**src/rtl/gol_pkg.sv**
```systemverilog
// Shared constants for the board seeder: default geometry, FSM encoding,
// LFSR taps and the substitute seed used when a zero seed is requested.
package gol_pkg;

  localparam int S_SIZE = 1024;
  localparam int CNT_W  = 12;

  localparam logic [15:0] DEF_SEED = 16'hACE1;

  localparam int LFSR_TAP0 = 15;
  localparam int LFSR_TAP1 = 13;
  localparam int LFSR_TAP2 = 12;
  localparam int LFSR_TAP3 = 10;

  typedef enum logic [1:0] {
    ST_IDLE = 2'd0,
    ST_FILL = 2'd1,
    ST_DONE = 2'd2
  } seed_state_e;

  // Fibonacci form (x^16+x^14+x^13+x^11+1), maximal length 65535.
  function automatic logic [15:0] lfsr_next(input logic [15:0] l);
    return {l[14:0], l[LFSR_TAP0] ^ l[LFSR_TAP1] ^ l[LFSR_TAP2] ^ l[LFSR_TAP3]};
  endfunction

endpackage

```
**src/rtl/board_seeder_if.sv**
```systemverilog
// Request/status bundle of the board seeder.
// The abort input exists only when BOARD_SEEDER_ABORT_EN is defined.
interface board_seeder_if #(
  parameter int S_SIZE = gol_pkg::S_SIZE,
  parameter int CNT_W  = gol_pkg::CNT_W
);

  logic              start;
  logic [CNT_W-1:0]  target;
  logic [15:0]       seed;
`ifdef BOARD_SEEDER_ABORT_EN
  logic              abort;
`endif
  logic [S_SIZE-1:0] state;
  logic [CNT_W-1:0]  placed;
  logic              busy;
  logic              done;

  modport master (
`ifdef BOARD_SEEDER_ABORT_EN
    output abort,
`endif
    output start, target, seed,
    input  state, placed, busy, done
  );

  modport slave (
`ifdef BOARD_SEEDER_ABORT_EN
    input  abort,
`endif
    input  start, target, seed,
    output state, placed, busy, done
  );

endinterface

```
**src/rtl/gol_lfsr16.sv**
```systemverilog
// 16-bit Fibonacci LFSR with synchronous load; load wins over step.
module gol_lfsr16
  import gol_pkg::*;
(
  input  logic        clk,
  input  logic        rst,
  input  logic        load,
  input  logic [15:0] load_val,
  input  logic        step,
  output logic [15:0] value
);

  always_ff @(posedge clk) begin
    if (rst)       value <= DEF_SEED;
    else if (load) value <= load_val;
    else if (step) value <= lfsr_next(value);
  end

endmodule

```
**src/rtl/board_seeder.sv**
```systemverilog
// Seeds a board with a target number of alive cells at LFSR-chosen positions.
// Optional abort input enabled by defining BOARD_SEEDER_ABORT_EN.
//
// state | meaning
// ------+--------------------------------------------------------------
// IDLE  | waiting for start; board and placed hold last result
// FILL  | one LFSR index per cycle; empty cell is set, full cell retried
// DONE  | one-cycle done pulse, then back to IDLE
module board_seeder #(
  parameter int S_SIZE = gol_pkg::S_SIZE,
  parameter int CNT_W  = gol_pkg::CNT_W
) (
  input  logic          clk,
  input  logic          rst,
  board_seeder_if.slave bus
);
  import gol_pkg::*;

  localparam int IDX_W = $clog2(S_SIZE);

  seed_state_e       fsm_q, fsm_d;
  logic [S_SIZE-1:0] board_q;
  logic [CNT_W-1:0]  placed_q;
  logic [CNT_W-1:0]  tgt_q;
  logic [CNT_W-1:0]  tgt_clamped;
  logic [15:0]       seed_eff;
  logic [15:0]       lfsr_val;
  logic [IDX_W-1:0]  idx;
  logic              accept;
  logic              place;
  logic              abort_req;
  logic              lfsr_unused;

  assign idx         = lfsr_val[IDX_W-1:0];
  assign lfsr_unused = ^lfsr_val[15:IDX_W];
  assign tgt_clamped = (int'(bus.target) > S_SIZE) ? CNT_W'(S_SIZE) : bus.target;
  assign seed_eff    = (bus.seed == 16'h0000) ? DEF_SEED : bus.seed;

`ifdef BOARD_SEEDER_ABORT_EN
  assign abort_req = bus.abort;
`else
  assign abort_req = 1'b0;
`endif

  gol_lfsr16 u_lfsr (
    .clk      (clk),
    .rst      (rst),
    .load     (accept),
    .load_val (seed_eff),
    .step     (fsm_q == ST_FILL),
    .value    (lfsr_val)
  );

  always_ff @(posedge clk) begin
    if (rst) fsm_q <= ST_IDLE;
    else     fsm_q <= fsm_d;
  end

  always_comb begin
    fsm_d    = fsm_q;
    accept   = 1'b0;
    place    = 1'b0;
    bus.busy = 1'b0;
    bus.done = 1'b0;
    case (fsm_q)
      ST_IDLE: begin
        if (bus.start) begin
          accept = 1'b1;
          fsm_d  = (tgt_clamped == '0) ? ST_DONE : ST_FILL;
        end
      end
      ST_FILL: begin
        bus.busy = 1'b1;
        place    = ~board_q[idx];
        // An abort in the same cycle as a placement still keeps that cell.
        if (abort_req || (place && (placed_q + CNT_W'(1) == tgt_q)))
          fsm_d = ST_DONE;
      end
      ST_DONE: begin
        bus.done = 1'b1;
        fsm_d    = ST_IDLE;
      end
      default: fsm_d = ST_IDLE;
    endcase
  end

  always_ff @(posedge clk) begin
    if (rst) begin
      board_q  <= '0;
      placed_q <= '0;
      tgt_q    <= '0;
    end else if (accept) begin
      board_q  <= '0;
      placed_q <= '0;
      tgt_q    <= tgt_clamped;
    end else if (place) begin
      board_q[idx] <= 1'b1;
      placed_q     <= placed_q + CNT_W'(1);
    end
  end

  assign bus.state  = board_q;
  assign bus.placed = placed_q;

endmodule

```
**src/flat_wrapper.sv**
```systemverilog
// flat-port wrapper written by rule: the top's interface ports become plain ports
module board_seeder_flat import gol_pkg::*;
#(
  parameter int S_SIZE = gol_pkg::S_SIZE,
  parameter int CNT_W  = gol_pkg::CNT_W
)
  (clk, rst, bus_start, bus_target, bus_seed, bus_state, bus_placed, bus_busy, bus_done);
  board_seeder_if #(.S_SIZE(S_SIZE), .CNT_W(CNT_W)) bus_i ();
  input  logic clk;
  input  logic rst;
  input wire logic [$bits(bus_i.start)-1:0] bus_start;
  input wire logic [$bits(bus_i.target)-1:0] bus_target;
  input wire logic [$bits(bus_i.seed)-1:0] bus_seed;
  output wire logic [$bits(bus_i.state)-1:0] bus_state;
  output wire logic [$bits(bus_i.placed)-1:0] bus_placed;
  output wire logic [$bits(bus_i.busy)-1:0] bus_busy;
  output wire logic [$bits(bus_i.done)-1:0] bus_done;
  assign bus_i.start = bus_start;
  assign bus_i.target = bus_target;
  assign bus_i.seed = bus_seed;
  assign bus_state = bus_i.state;
  assign bus_placed = bus_i.placed;
  assign bus_busy = bus_i.busy;
  assign bus_done = bus_i.done;
  board_seeder #(.S_SIZE(S_SIZE), .CNT_W(CNT_W)) u_core (.clk(clk), .rst(rst), .bus(bus_i));
endmodule
```
**config.mk**
```make
export PLATFORM = sky130hd
export DESIGN_NAME = board_seeder_flat
export DESIGN_NICKNAME = d
export VERILOG_FILES = /design/src/rtl/gol_pkg.sv /design/src/rtl/board_seeder_if.sv /design/src/rtl/gol_lfsr16.sv /design/src/rtl/board_seeder.sv /design/src/flat_wrapper.sv
export SDC_FILE = /design/constraint.sdc
export NUM_CORES = 2
export LEC_CHECK = 0
export CAP_MARGIN = 20
export CORE_AREA = 2 2 411 413
export CTS_BUF_LIST = sky130_fd_sc_hd__clkbuf_8
export CTS_CLUSTER_SIZE = 24
export DETAILED_ROUTE_END_ITERATION = 12
export DIE_AREA = 0 0 413 415
export PLACE_DENSITY = 0.52
export SYNTH_ARGS = -nofsm -noshare
export SYNTH_HDL_FRONTEND = slang
export SYNTH_SLANG_ARGS = --single-unit
```
**constraint.sdc**
```tcl
create_clock -name clk -period 3.9 [get_ports clk]
set_input_delay 0.39 -clock clk [delete_from_list [all_inputs] [get_ports clk]]
set_output_delay 0.39 -clock clk [all_outputs]
set_load 0.005 [all_outputs]
```
### Word-level counts from Yosys, hierarchy flattened

Index checks and enable logic that the tools add are counted.

* register bits: 1066
* bits of input ports: 31
* output and inout bits: 1038
* word-level logic and storage cells: 44

* add/subtract/negate cells: 1
* magnitude comparators: 3
* equal/unequal tests: 5
* multiplexer cells: 17
* bitwise logic cells: 5
* reduce and logical (&&, ||, !) cells: 8

Operator list (count)
* $or A1024 B1024 Y1024: 1
* $mux W16: 3
* $logic_not A16 Y1: 1
* $add A12 B1 Y12 const B: 1
* $eq A12 B12 Y1: 1
* $gt A12 B11 Y1 const B: 1
* $logic_not A12 Y1: 1
* $mux W12: 1
* $lt A10 B11 Y1 const B: 1
* $bmux W1 S10: 1
* $demux W1 S10: 1
* $ge A10 B1 Y1 const B: 1
* $mux W1: 7
* $mux W2: 3
* $pmux W2 S2: 1
* $xor A1 B1 Y1: 3
* $eq A2 B1 Y1 const B: 1
* $eq A2 B2 Y1 const B: 1
* $logic_and A1 B1 Y1: 2
* $logic_not A2 Y1: 1
* $ne A2 B1 Y1 const B: 1
* $ne A2 B2 Y1 const B: 1
* $reduce_and A2 Y1: 1
* $reduce_bool A2 Y1: 1
* 2 further kinds: 2

### Longest topological paths before layout

* depth after elaboration: 6
* gate-level depth with buffers: 18

### Modules after synthesis

A second synthesis with hierarchy kept.

* cell total of the unflattened synthesis: 4943
* area, all modules: 42385.7 um^2

Modules (own cells, without submodules)
* board_seeder: times used 1, cells an instance 4869, area an instance 41524.8 um^2, sequential area each 21020.2 um^2
* gol_lfsr16: times used 1, cells an instance 74, area an instance 860.8 um^2, sequential area each 320.3 um^2

### Worst setup path after synthesis

No wires, ideal clock.

* kind: register to register
* start point: register u_core.u_lfsr.value[1]
* end point: register u_core.fsm_q[0]
* library setup time: 0.115 ns
* arrival time: 2.886 ns
* required time: 3.785 ns
* path slack: 0.899 ns
* cell stages (with the launch flop): 16
* clock period less this slack: 3.001 ns
* path through: dfxtp_1 buf_2 buf_2 buf_1 mux2i_1 o22ai_1 nor4_1 o2111ai_1 nand3_1 o21ai_1 nor4_1 buf_2 buf_6 buf_4 a21oi_1 o21ba_2

* longest elaborated chain between the ends: 6

RTL lines
* start, declared: RTL line gol_lfsr16.sv:10 `output logic [15:0] value`
* start signal, assigned: RTL line gol_lfsr16.sv:15 `else if (load) value <= load_val;`
* start signal, assigned: RTL line gol_lfsr16.sv:16 `else if (step) value <= lfsr_next(value);`
* $bmux W1 S10: RTL line board_seeder.sv:74 `place = ~board_q[idx];`
* $mux W1 (implied by the code): RTL line board_seeder.sv:74
* $not A1 Y1: RTL line board_seeder.sv:74
* $logic_and A1 B1 Y1: RTL line board_seeder.sv:76 `if (abort_req || (place && (placed_q + CNT_W'(1) == tgt_q)))`
* $ne A2 B1 Y1 (no line)
* $reduce_and A2 Y1 (no line)
* end signal, assigned: RTL line board_seeder.sv:56 `else fsm_q <= fsm_d;`
* end, declared: RTL line board_seeder.sv:21 `seed_state_e fsm_q, fsm_d;`

Every way passes these cells. The select of a mux whose other input is x is not followed.
A chain may end at the register's enable or synchronous reset.

### Worst setup path after layout

* start point: register u_core.u_lfsr.value[1]
* end point: register u_core.board_q[33], in the netlist u_core.bus.state[33]

* longest elaborated chain between the ends: 5

RTL lines
* branches (longest 5 deep; another with $bmux W1 S10)
* end signal, assigned: RTL line board_seeder.sv:89 `board_q <= '0;`
* end signal, assigned: RTL line board_seeder.sv:93 `board_q <= '0;`
* end signal, assigned by index: RTL line board_seeder.sv:97 `board_q[idx] <= 1'b1;`
* end, declared: RTL line board_seeder.sv:22 `logic [S_SIZE-1:0] board_q;`

Parallel ways; which one is timed is not known. The select of a mux whose other input is x is not followed.

==> flow_metrics.env <==
export IMPL_crit_slowest_cell="dfxtp_4"
export IMPL_worst_path_max_fanout=27
export IMPL_finalWeightedCongestion=0.913
export IMPL_synth_top_area_cell="dfxtp_1"
export IMPL_firstDrtPassIters=7
export IMPL_cts_tree="yes"
export IMPL_grt_util_all_layers=0.285
export IMPL_synthesis_area_sq_um=43900
export IMPL_grt_pass1_vias=45027
export IMPL_r2r_cells=15
export IMPL_cts_path_max_buffers=3
export IMPL_drv_slew=0
export IMPL_io_pins=1069
export IMPL_power_total_uw=26900
export IMPL_fmax_mhz=264
export IMPL_tightest_slew_ns=1.05
export IMPL_sw_frac_of_total=0.320
export IMPL_drc_errors=0
export IMPL_yosys_top_cells_area="dfxtp_1 49%, a31oi_1 15%, mux2i_1 12%, nor2_1 11%, o22ai_1 2.9%"
export IMPL_n_fill_cell=16693
export IMPL_antenna_found_initial=14
export IMPL_layout_min_cycle_time_ns=3.78
export IMPL_vias_per_cell=5.64
export IMPL_rows=150
export IMPL_final_util=0.384
export IMPL_vdd_drop_max_mv=0.314
export IMPL_hold_depth=3
export IMPL_total_leakage_power_uw=0.0213
export IMPL_layout_drive_gt1_share=0.115
export IMPL_synthCells=5055
export IMPL_power_frac_comb=0.190
export IMPL_cpPeakStageDelay_ns=0.40
export IMPL_critPathBufInv=6
export IMPL_cp_num_cells=15
export IMPL_grt_pass1_wl_microns=355000
export IMPL_clock_power_share=0.402
export IMPL_synthArstFlopShare=0
export IMPL_cts_sinks=1066
export IMPL_cp_arrival_ns=4.59
export IMPL_worstPathCellList="buf_12 -> buf_4 -> mux2i_1 -> o22ai_1 -> nor4_2 -> o2111ai_2 -> o31ai_4 -> o21ai_1 -> buf_4 -> nor4_4 -> buf_12 -> clkbuf_16 -> buf_6 -> a31oi_1 -> nor2_1"
export IMPL_wl_microns=261000
export IMPL_p_seq_frac=0.408
export IMPL_clkLatencyLatePin_ns=0.90
export IMPL_vias=47918
export IMPL_cts_root_buf="clkbuf_8"
export IMPL_die_y_microns=415
export IMPL_grt_start_max_net_pins=142
export IMPL_synth_nets=5087
export IMPL_period_share=0.970
export IMPL_timing_worst_setup_path_type="reg -> reg"
export IMPL_netlist_area_leader_share=0.486
export IMPL_nets=6179
export IMPL_synth_seq_cells=1066
export IMPL_wl_per_cell_microns=30.7
export IMPL_cap_violations=0
export IMPL_setup_violations=0
export IMPL_cp_required_ns=4.70
export IMPL_start_util=0.264
export IMPL_start_kind="flop"
export IMPL_switchingPower_uw=8590
export IMPL_grt_setup_unrepaired="yes"
export IMPL_status="complete, no violations"
export IMPL_end_kind="flop"
export IMPL_ys_warnings_count=0
export IMPL_slew_headroom=0.295
export IMPL_drt_iter0_drc=5321
export IMPL_p_per_area_nw_per_um2=420
export IMPL_p_int_uw=18300
export IMPL_htree_levels=4
export IMPL_io_buffers=1068
export IMPL_timing_hold_ws_ns=0.121
export IMPL_cp_top_family="buffers and inverters"
export IMPL_dominantRegCellSynth="dfxtp_1"
export IMPL_core_region_area_sq_um=167000
export IMPL_finalHoldViolCount=0
export IMPL_path_clk_slew_ns=0.06
export IMPL_ys_top_cells_by_count="1340 x nor2_1, 1066 x dfxtp_1, 1029 x a31oi_1"
export IMPL_dp_hpwl_microns=181000
export IMPL_antenna_left=0
export IMPL_min_path_type="in -> reg"
export IMPL_die_w_microns=413
export IMPL_fin_skew_ns=0.0545
export IMPL_area_growth_syn_to_layout_pct=45.9
export IMPL_cts_made_buffers=186
export IMPL_fp_dieArea_sq_um=171000
export IMPL_synth_most_common_cell="nor2_1"
export IMPL_synth_distinct_cells=51
export IMPL_synth_edf_count=0
export IMPL_grt_ovfl_total=0
export IMPL_synth_area_per_cell_sq_um=8.69
export IMPL_ys_seq_area_frac=0.486
repair_timing:
item	CTS	global route
setup endpoints to repair	1038	989
pin swaps	21	19
hold buffers	0	0
setup buffers	18	13
resized for setup	71	66
gates cloned	7	9
flip-flops by register name, indices dropped and copies added, names as in the netlist:
name / cells
u_core.bus.state: 1024
u_core.u_lfsr.value: 16
u_core.bus.placed: 12
u_core.tgt_q: 12
u_core.fsm_q: 2
final cells by class:
cell class,instances,area [sq um],share of cell area
repair buffers,1418,15100,0.236
clock buffers,244,3360,0.0524
well taps,2204,2760,0.0430
inverters,12,45.0,0.000703
flip-flops and latches,1066,21400,0.333
clock inverters,88,513,0.00801
multi-input cells,3463,20900,0.327
diodes,3,7.51,0.000117
worst paths after layout:
path                                             start  slack (ns)              endpoint
worst max-delay path            u_core.u_lfsr.value[1]        0.12  u_core.bus.state[33]
worst min-delay path                     bus_target[2]        0.12       u_core.tgt_q[2]
worst max register to register  u_core.u_lfsr.value[1]        0.12  u_core.bus.state[33]
worst min register to register         u_core.fsm_q[1]        0.47       u_core.fsm_q[1]
layout by cell type (no fill, tap or decap), types with 5 or more instances in the layout:
cell type	n
nor2_1	1338
clkdlybuf4s50_1	1068
dfxtp_1	1062
a31oi_1	1027
mux2i_1	496
clkbuf_8	244
buf_4	205
o22ai_1	193
buf_12	94
inv_1	64
nand2_1	57
o21ai_0	39
nor4_1	35
nor3_1	30
o22a_1	23
buf_6	21
o2111ai_1	20
clkinv_2	19
nand3_1	17
buf_16	17
mux2i_2	15
xnor2_1	11
nor4_2	10
a21oi_1	10
nand4_1	9
a22o_1	9
clkbuf_16	9
a221oi_1	8
xor2_1	8
o22ai_2	7
nand4b_1	6
nor3_2	6
mux2i_4	5
o2111ai_2	5
a21o_1	5
clkinvlp_4	5
layer usage:
layer | global-route usage | up-vias | routed length [microns]
li1 | - | 20681 | -
met1 | 0.353 | 23775 | 102000
met2 | 0.466 | 2870 | 122000
met3 | 0.0659 | 586 | 23400
met4 | 0.132 | 6 | 13300
met5 | 0 | - | 46
power by group through the flow:
stage	Combinational, uW	Clock (uW)	Sequential [uW]
3_3_place_gp	4330	0	11200
3_5_place_dp	4330	0	11200
4_1_cts	4740	10900	11000
5_1_grt	5230	11400	11000
2_1_floorplan	2500	0	11200
6_report	5100	10800	11000
kinds of logic after synthesis:
group / Yosys count / share of synthesized area
AND/OR/NAND/NOR: 1558 / 0.142
multiplexers: 517 / 0.118
XOR/XNOR: 19 / 0.00379
flip-flops: 1066 / 0.486
adder cells (fa/ha/maj): 1 / 0.000285
buffers and inverters: 526 / 0.0523
AO/OA/AOI/OAI: 1368 / 0.198
worst min-delay path: stages:
cell	delay [ns]
clkdlybuf4s50_1	0.42
nand2_1	0.07
o21ai_0	0.06
per-stage QoR:
stage / cells / TNS, ns / area [sq um] / setup WS (ns)
2_1_floorplan: 5055 / 0 / 43900 / 0.899
3_3_place_gp: 8121 / -424.13 / 58800 / -0.537
3_5_place_dp: 8121 / -441.33 / 58800 / -0.538
4_1_cts: 8477 / 0 / 63500 / 0.0104
5_1_grt: 8496 / -0.601 / 64100 / -0.0378
6_report: 8498 / 0 / 64100 / 0.116
Power figures use the tool's default switching activity.
